--- config.mk ---
export PLATFORM = sky130hd
export DESIGN_NAME = cache_write_buffer
export DESIGN_NICKNAME = d
export VERILOG_FILES = /design/src/rtl/cache_write_buffer.sv
export SDC_FILE = /design/constraint.sdc
export NUM_CORES = 1
export LEC_CHECK = 0
export BUFFER_PORTS_ARGS = -buffer_cell sky130_fd_sc_hd__clkbuf_2
export CORE_MARGIN = 10
export CORE_UTILIZATION = 32
export DETAILED_ROUTE_END_ITERATION = 10
export PLACE_DENSITY_LB_ADDON = 0.12
export SYNTH_ARGS = -nofsm -noshare
export SYNTH_HDL_FRONTEND = slang
export SYNTH_SLANG_ARGS = --single-unit
export TNS_END_PERCENT = 1
--- constraint.sdc ---
create_clock -name clk -period 7.6 [get_ports clk]
set_clock_uncertainty 0.05 [all_clocks]
set_input_delay 0.38 -clock clk [delete_from_list [all_inputs] [get_ports clk]]
set_output_delay 0.38 -clock clk [all_outputs]
set_load 0.005 [all_outputs]
--- src/rtl/cache_write_buffer.sv ---
`default_nettype none
// ============================================================================
// Module      : cache_write_buffer
// Description : Posted-write buffer between the set-associative cache and RAM.
//               Circular FIFO of {addr, data} entries drained to RAM one write
//               every two cycles, with newest-entry forwarding to read-miss
//               lookups. Optional macro WB_COALESCE_EN merges a push into a
//               live entry with the same address.
// Revision    : 1.0 - initial release
// ============================================================================
module cache_write_buffer #(
    parameter int DEPTH  = 4,
    parameter int ADDR_W = 6,
    parameter int DATA_W = 8
) (
    input  logic                    clk,
    input  logic                    reset,
    input  logic                    wr_req,
    input  logic [ADDR_W-1:0]       wr_addr,
    input  logic [DATA_W-1:0]       wr_data,
    output logic                    wr_ready,
    input  logic [ADDR_W-1:0]       lk_addr,
    output logic                    fwd_hit,
    output logic [DATA_W-1:0]       fwd_data,
    input  logic                    ram_busy,
    output logic                    ram_we,
    output logic [ADDR_W-1:0]       ram_addr,
    output logic [DATA_W-1:0]       ram_wdata,
    output logic [$clog2(DEPTH):0]  count,
    output logic                    empty
);

    localparam int PTR_W = $clog2(DEPTH);
    localparam int CNT_W = PTR_W + 1;

    localparam logic [1:0] S_IDLE  = 2'd0;
    localparam logic [1:0] S_WRITE = 2'd1;
    localparam logic [1:0] S_GAP   = 2'd2;

    logic [1:0]        r_state;
    logic [1:0]        w_next_state;
    logic [PTR_W-1:0]  r_head;
    logic [PTR_W-1:0]  r_tail;
    logic [CNT_W-1:0]  r_count;
    logic [ADDR_W-1:0] r_addr [DEPTH];
    logic [DATA_W-1:0] r_data [DEPTH];

    logic [PTR_W-1:0]  w_slot_idx [DEPTH];
    logic              w_live     [DEPTH];
    logic              w_full;
    logic              w_accept;
    logic              w_coal;
    logic [PTR_W-1:0]  w_coal_idx;
    logic              w_coal_wr;
    logic              w_alloc;
    logic              w_issue;
    logic              w_pop;
    logic [DATA_W-1:0] w_issue_data;

    assign w_full    = (r_count == CNT_W'(DEPTH));
    assign wr_ready  = !w_full;
    assign count     = r_count;
    assign empty     = (r_count == '0);
    assign w_accept  = wr_req && wr_ready;
    assign w_coal_wr = w_accept && w_coal;
    assign w_alloc   = w_accept && !w_coal;

    // Slot k is the k-th oldest entry counted from the head.
    genvar gk;
    generate
        for (gk = 0; gk < DEPTH; gk++) begin : g_slot
            assign w_slot_idx[gk] = r_head + PTR_W'(gk);
            assign w_live[gk]     = (CNT_W'(gk) < r_count);
        end
    endgenerate

    // Forwarding: scan oldest to newest so the newest live match wins.
    always_comb begin
        fwd_hit  = 1'b0;
        fwd_data = '0;
        for (int k = 0; k < DEPTH; k++) begin
            if (w_live[k] && (r_addr[w_slot_idx[k]] == lk_addr)) begin
                fwd_hit  = 1'b1;
                fwd_data = r_data[w_slot_idx[k]];
            end
        end
    end

`ifdef WB_COALESCE_EN
    // Coalesce target: newest live match, excluding the head while it is being written.
    always_comb begin
        w_coal     = 1'b0;
        w_coal_idx = '0;
        for (int k = 0; k < DEPTH; k++) begin
            if (w_live[k] && (r_addr[w_slot_idx[k]] == wr_addr) &&
                !((k == 0) && (r_state == S_WRITE))) begin
                w_coal     = 1'b1;
                w_coal_idx = w_slot_idx[k];
            end
        end
    end
`else
    assign w_coal     = 1'b0;
    assign w_coal_idx = '0;
`endif

    // A coalesce into the head on the issue edge must reach RAM with the new data.
    assign w_issue_data = (w_coal_wr && (w_coal_idx == r_head)) ? wr_data : r_data[r_head];

    // Drain FSM state register.
    always_ff @(posedge clk or posedge reset) begin
        if (reset) begin
            r_state <= S_IDLE;
        end else begin
            r_state <= w_next_state;
        end
    end

    // Drain FSM next-state: a WRITE always completes and is followed by a recovery GAP.
    always_comb begin
        w_next_state = r_state;
        case (r_state)
            S_IDLE:  if ((r_count != '0) && !ram_busy) w_next_state = S_WRITE;
            S_WRITE: w_next_state = S_GAP;
            S_GAP:   w_next_state = ((r_count != '0) && !ram_busy) ? S_WRITE : S_IDLE;
            default: w_next_state = S_IDLE;
        endcase
    end

    // Drain FSM outputs: issue loads the RAM port, pop retires the head at WRITE exit.
    always_comb begin
        w_issue = (w_next_state == S_WRITE);
        w_pop   = (r_state == S_WRITE);
    end

    // FIFO storage, pointers and occupancy.
    always_ff @(posedge clk or posedge reset) begin
        if (reset) begin
            r_head  <= '0;
            r_tail  <= '0;
            r_count <= '0;
            for (int k = 0; k < DEPTH; k++) begin
                r_addr[k] <= '0;
                r_data[k] <= '0;
            end
        end else begin
            if (w_alloc) begin
                r_addr[r_tail] <= wr_addr;
                r_data[r_tail] <= wr_data;
                r_tail         <= r_tail + PTR_W'(1);
            end
            if (w_coal_wr) begin
                r_data[w_coal_idx] <= wr_data;
            end
            if (w_pop) begin
                r_head <= r_head + PTR_W'(1);
            end
            case ({w_alloc, w_pop})
                2'b10:   r_count <= r_count + CNT_W'(1);
                2'b01:   r_count <= r_count - CNT_W'(1);
                default: r_count <= r_count;
            endcase
        end
    end

    // Registered RAM write port; reset drops the strobe without waiting for an edge.
    always_ff @(posedge clk or posedge reset) begin
        if (reset) begin
            ram_we    <= 1'b0;
            ram_addr  <= '0;
            ram_wdata <= '0;
        end else begin
            ram_we <= w_issue;
            if (w_issue) begin
                ram_addr  <= r_addr[r_head];
                ram_wdata <= w_issue_data;
            end
        end
    end

endmodule
`default_nettype wire
### After elaboration in Yosys (flattened, before gate mapping)

Index checks and enable logic that the tools add are counted.

* order comparisons: 10
* reduce and logical (&&, ||, !) cells: 13
* eq/ne operators: 10
* mux-type cells: 42
* add/subtract/negate cells: 6
* bitwise gates (word level): 5

Operators with widths (number)
* $mux W8: 13
* $bmux W8 S2: 4
* $mux W6: 9
* $bmux W6 S2: 4
* $bwmux W32: 1
* $bwmux W24: 1
* $eq A6 B6 Y1: 4
* $demux W8 S2: 1
* $ge A3 B3 Y1 const B: 5
* $not A2 Y3: 5
* $demux W6 S2: 1
* $logic_and A1 B1 Y1: 7
* $eq A2 B1 Y1 const B: 3
* $lt A1 B3 Y1 const A: 2
* $lt A2 B3 Y1 const A: 2
* $pmux W2 S3: 1
* $pmux W3 S2: 1
* $mux W1: 5
* $add A2 B1 Y2 const B: 2
* $add A2 B2 Y2 const B: 2
* $eq A2 B2 Y1 const B: 2
* $add A3 B1 Y3 const B: 1
* $eq A3 B3 Y1 const B: 1
* $logic_not A3 Y1: 1
* other kinds (7): 8

* bits in registers: 80
* logic and storage cells: 101
* output and inout bits: 29

### Longest topological paths before layout

* depth after elaboration: 10
* mapped depth: 10
* gate-level depth less buffers: 9

### Least setup slack after synthesis

No wires, ideal clock.

* path type: flip-flop to output port
* start point: reg r_head[1]
* end point: out fwd_data[3]
* data required time: 7.170 ns
* slack: 4.865 ns
* buffers on the path: 4
* data arrival time: 2.305 ns
* cell stages (with the launch flop): 11
* path through: dfrtp_1 -> buf_6 -> buf_12 -> buf_6 -> mux4_2 -> xor2_2 -> buf_6 -> nor4_1 -> o21ai_0 -> mux4_2 -> o22ai_2

* word-level cells in the longest chain between the ends: 10
* elaborated cells on any way between the ends: 43
* those cells by class: add/sub: 3; eq/ne: 4; mux: 28; bitwise: 4; reduce/logical: 4

RTL lines
* from (decl): RTL line 42 `logic [PTR_W-1:0] r_head;`
* from (signal assigned): RTL line 156 `r_head <= r_head + PTR_W'(1);`
* $add A2 B1 Y2 or $not A2 Y3 (tied branches): RTL line 72, 82, 84
* $not A2 Y3 (not written as such) or $bmux W6 S2 (tied branches): RTL line 82, 84
* $bmux W6 S2 or $mux W6 (tied branches): RTL line 82 `if (w_live[k] && (r_addr[w_slot_idx[k]] == lk_addr)) begin`
* $mux W6 (not written as such): RTL line 82
* $mux W6 (not written as such) or $eq A6 B6 Y1 (tied branches): RTL line 82
* $eq A6 B6 Y1 or $logic_and A1 B1 Y1 (tied branches): RTL line 82
* $logic_and A1 B1 Y1 or $mux W8 (tied branches): RTL line 82
* $mux W8 (2 in a row): RTL line 82
* $mux W8 (*): RTL line 82
* to (decl): RTL line 24 `output logic [DATA_W-1:0] fwd_data,`

Mark *: on every way between the ends. The rest lies on a longest branch, timed or not. The select of a mux whose other input is x is not followed.

### Final worst setup path

* start point: reg r_head[1]
* end point: out fwd_data[7]

The elaborated chain is that of the path after synthesis.

==> reports/metrics.yaml <==
yosys:
  synth_cell_type_count: 39
  synth_top_cell_area_share: 0.373
  synth_simple_gate_area_share: 0.0952
  synth_xor_area_frac: 0.0551
  synth.area.mux_share: 0.344
  synth_area_sq_um: 5360
  synth.largest_area_cell: "dfrtp_1"
  synth-main-ff-cell: "dfrtp_1"
  syn_inst: 463
  yosys_warnings: 0
  seq_area_frac_synth: 0.373
  yosysMostFrequentCell: "dfrtp_1"
  syn_avg_cell_area_sq_um: 11.6
  synth_compound_area_frac: 0.0679
  synth_common_cells: "dfrtp_1, mux2_2, mux2i_1"
  synthAdderAreaFrac: 0.0210
  synth_seq_cells: 80
  yosys-top-cells-area: "dfrtp_1, mux2_2, mux2i_1, mux4_2, xnor2_1"
  synth-edff-count: 0
  synth_top_family_by_area: "multiplexers"
  syn_nets: 496
  async_flop_share: 1.00
clocking:
  clockBufferDepth: 2
  cts.sinks: 80
  postCtsSetupBuffers: 0
  cts_htree_levels: 3
  clk_pin_slew_worst_paths_ns: 0.06
  cts_buffers: 9
  clock-root-buffer: "clkbuf_16"
  hold_buffers: 0
  ctsResizeCount: 0
  clk_latency_ns: 0.35
  cts_tree: "done"
floorplanning:
  io_pins: 53
  dieWidth_um: 149
  core_area_sq_um: 16500
  die-area_sq_um: 22300
  rows: 47
  die_h_um: 149
  start_util: 0.325
sta:
  worst_pin_slew_ns: 1.22
  fmax_mhz: 224
  rsz0062_at_grt: "no"
  finalSetupViolCount: 0
  period_share: 0.587
  period_minus_slack_ns: 4.46
  hold_viol_final: 0
  max-slew-margin-rel: 0.184
  setup_tns_ns: 0
  slew_violations: 0
grt:
  grt_usage: 0.130
  grt_pass1_wl_mm: 22.5
  grt_max_degree: 64
  grt_pass1_vias: 3846
  grt_antenna_before_repair: 0
  globalRouteOverflowTotal: 0
worst_setup_path:
  crit_fanout: 63
  setup.worst_path.start: "r_head[1]"
  start_kind: "flop"
  worstSetupPathType: "reg2out"
  r2r_slack_ns: 5.03
  path_cells: "mux4_2, xor2_1, a2111oi_2, or2_1, o22ai_2, clkbuf_2"
  rr_endpoint: "ram_addr[3]"
  cpPeakStageDelay_ns: 1.07
  cpMaxStageDelayCell: "dfrtp_4"
  cp.arrival_ns: 4.03
  cp.buffers_inverters: 1
  worstPathRequired_ns: 7.17
  reg2reg_depth: 6
  critical_path.top_delay_family: "compound AO/OA/AOI/OAI gates"
  worstSetupEndpointType: "primary output"
  reg2reg_from: "count[0]"
run_status:
  status: "complete, no violations"
route:
  viasPerCell: 5.15
  drc: 0
  finalWirelength_mm: 14.0
  wire_per_inst_um: 19.5
  drt-pass1-iter-count: 4
  vias: 3701
  ant_nets: 0
  first_iter_violations: 216
placed_design:
  numPortBuffers: 52
  gp_congestion: 0.801
  place_hpwl_mm: 9.87
pwr:
  ir_worst_vdd_mv: 0.171
  powerDensity_nw_per_um2: 482
  p_leak_nw: 2.58
min_path:
  hp-class: "in2async"
final_layout:
  syn2layout_area_growth_pct: 12.7
  postLayoutCoreUtil: 0.366
  n_antenna_cell: 0
  drive_above_1_share: 0.357
  finalNetCount: 526
job:
  max_cap_violations: 0
routing by layer:
metal  global-route usage  part of all wire  up-vias
li1                     -                 -     1764
met1                0.171              0.48     1846
met2                0.203              0.47       70
met3               0.0272             0.035       21
met4               0.0574             0.020        0
met5                    0                 0        -
metrics by stage:
step / power, mW / area [sq um] / hold slack (ns) / setup WS [ns] / instances
after floorplan: 2.09 / 5360 / 0.353 / 4.87 / 463
after global placement: 2.43 / 5720 / 0.368 / 3.65 / 702
final: 2.91 / 6040 / 0.0487 / 3.14 / 718
after CTS: 2.95 / 6040 / 0.0799 / 3.14 / 718
after detailed placement: 2.46 / 5720 / 0.374 / 3.52 / 702
after global routing: 3.15 / 6040 / 0.106 / 2.98 / 718
placed cells by master (no fill, tap or decap), types with 2 or more instances in the layout:
master,n
bufinv_16,2
nand2_1,32
o22ai_2,8
nand4_1,3
xnor2_1,16
dfrtp_1,78
clkinv_2,2
buf_4,2
a21oi_1,3
inv_1,7
nor3_1,9
mux4_2,19
nor2b_1,6
mux2i_1,63
clkinvlp_4,3
xor2_1,14
xor2_2,2
o21ai_0,25
nand2b_1,10
nor2_1,5
clkbuf_2,52
nor4_1,17
a31oi_1,8
ha_1,9
mux2_2,70
o21ai_1,8
clkbuf_16,9
flip-flops by register name (all words and copies together) (netlist names), 2 cells and up:
register   count
r_data        32
r_addr        24
ram_wdata      8
ram_addr       6
count          3
r_head         2
r_state        2
r_tail         2
power breakdown:
| group | total, mW | switching [mW] | internal, mW |
|---|---|---|---|
| combinational | 1.50 | 0.744 | 0.755 |
| clock | 0.477 | 0.189 | 0.288 |
| sequential | 0.937 | 0.293 | 0.644 |
| total | 2.91 | 1.23 | 1.69 |
cell type report:
class	count	area (sq um)
clock buffers	9	225
clock inverters	7	96.3
repair buffers	54	275
multi-input cells	340	3130
well taps	220	275
fillers	1651	10500
inverters	8	31.3
flip-flops and latches	80	2010
how the worst max path moves through the flow:
stage                   to  slack, ns  cells after the start
6_report       fwd_data[7]       3.14                      6
4_1_cts        fwd_data[7]       3.14                      6
5_1_grt        fwd_data[7]       2.98                      7
3_3_place_gp   fwd_data[7]       3.65                      6
2_1_floorplan  fwd_data[3]       4.87                     10
3_5_place_dp   fwd_data[7]       3.52                      6
cells by family (layout without fill, tap and decap cells):
kind of cell,count (synthesis),count (layout)
flip-flops,80,80
AO/OA/AOI/OAI,55,55
adder cells (fa/ha/maj),9,9
buffers and inverters,43,78
XOR/XNOR,32,32
AND/OR/NAND/NOR,92,92
multiplexers,152,152
Note: power is estimated with default switching activity, not from simulation.
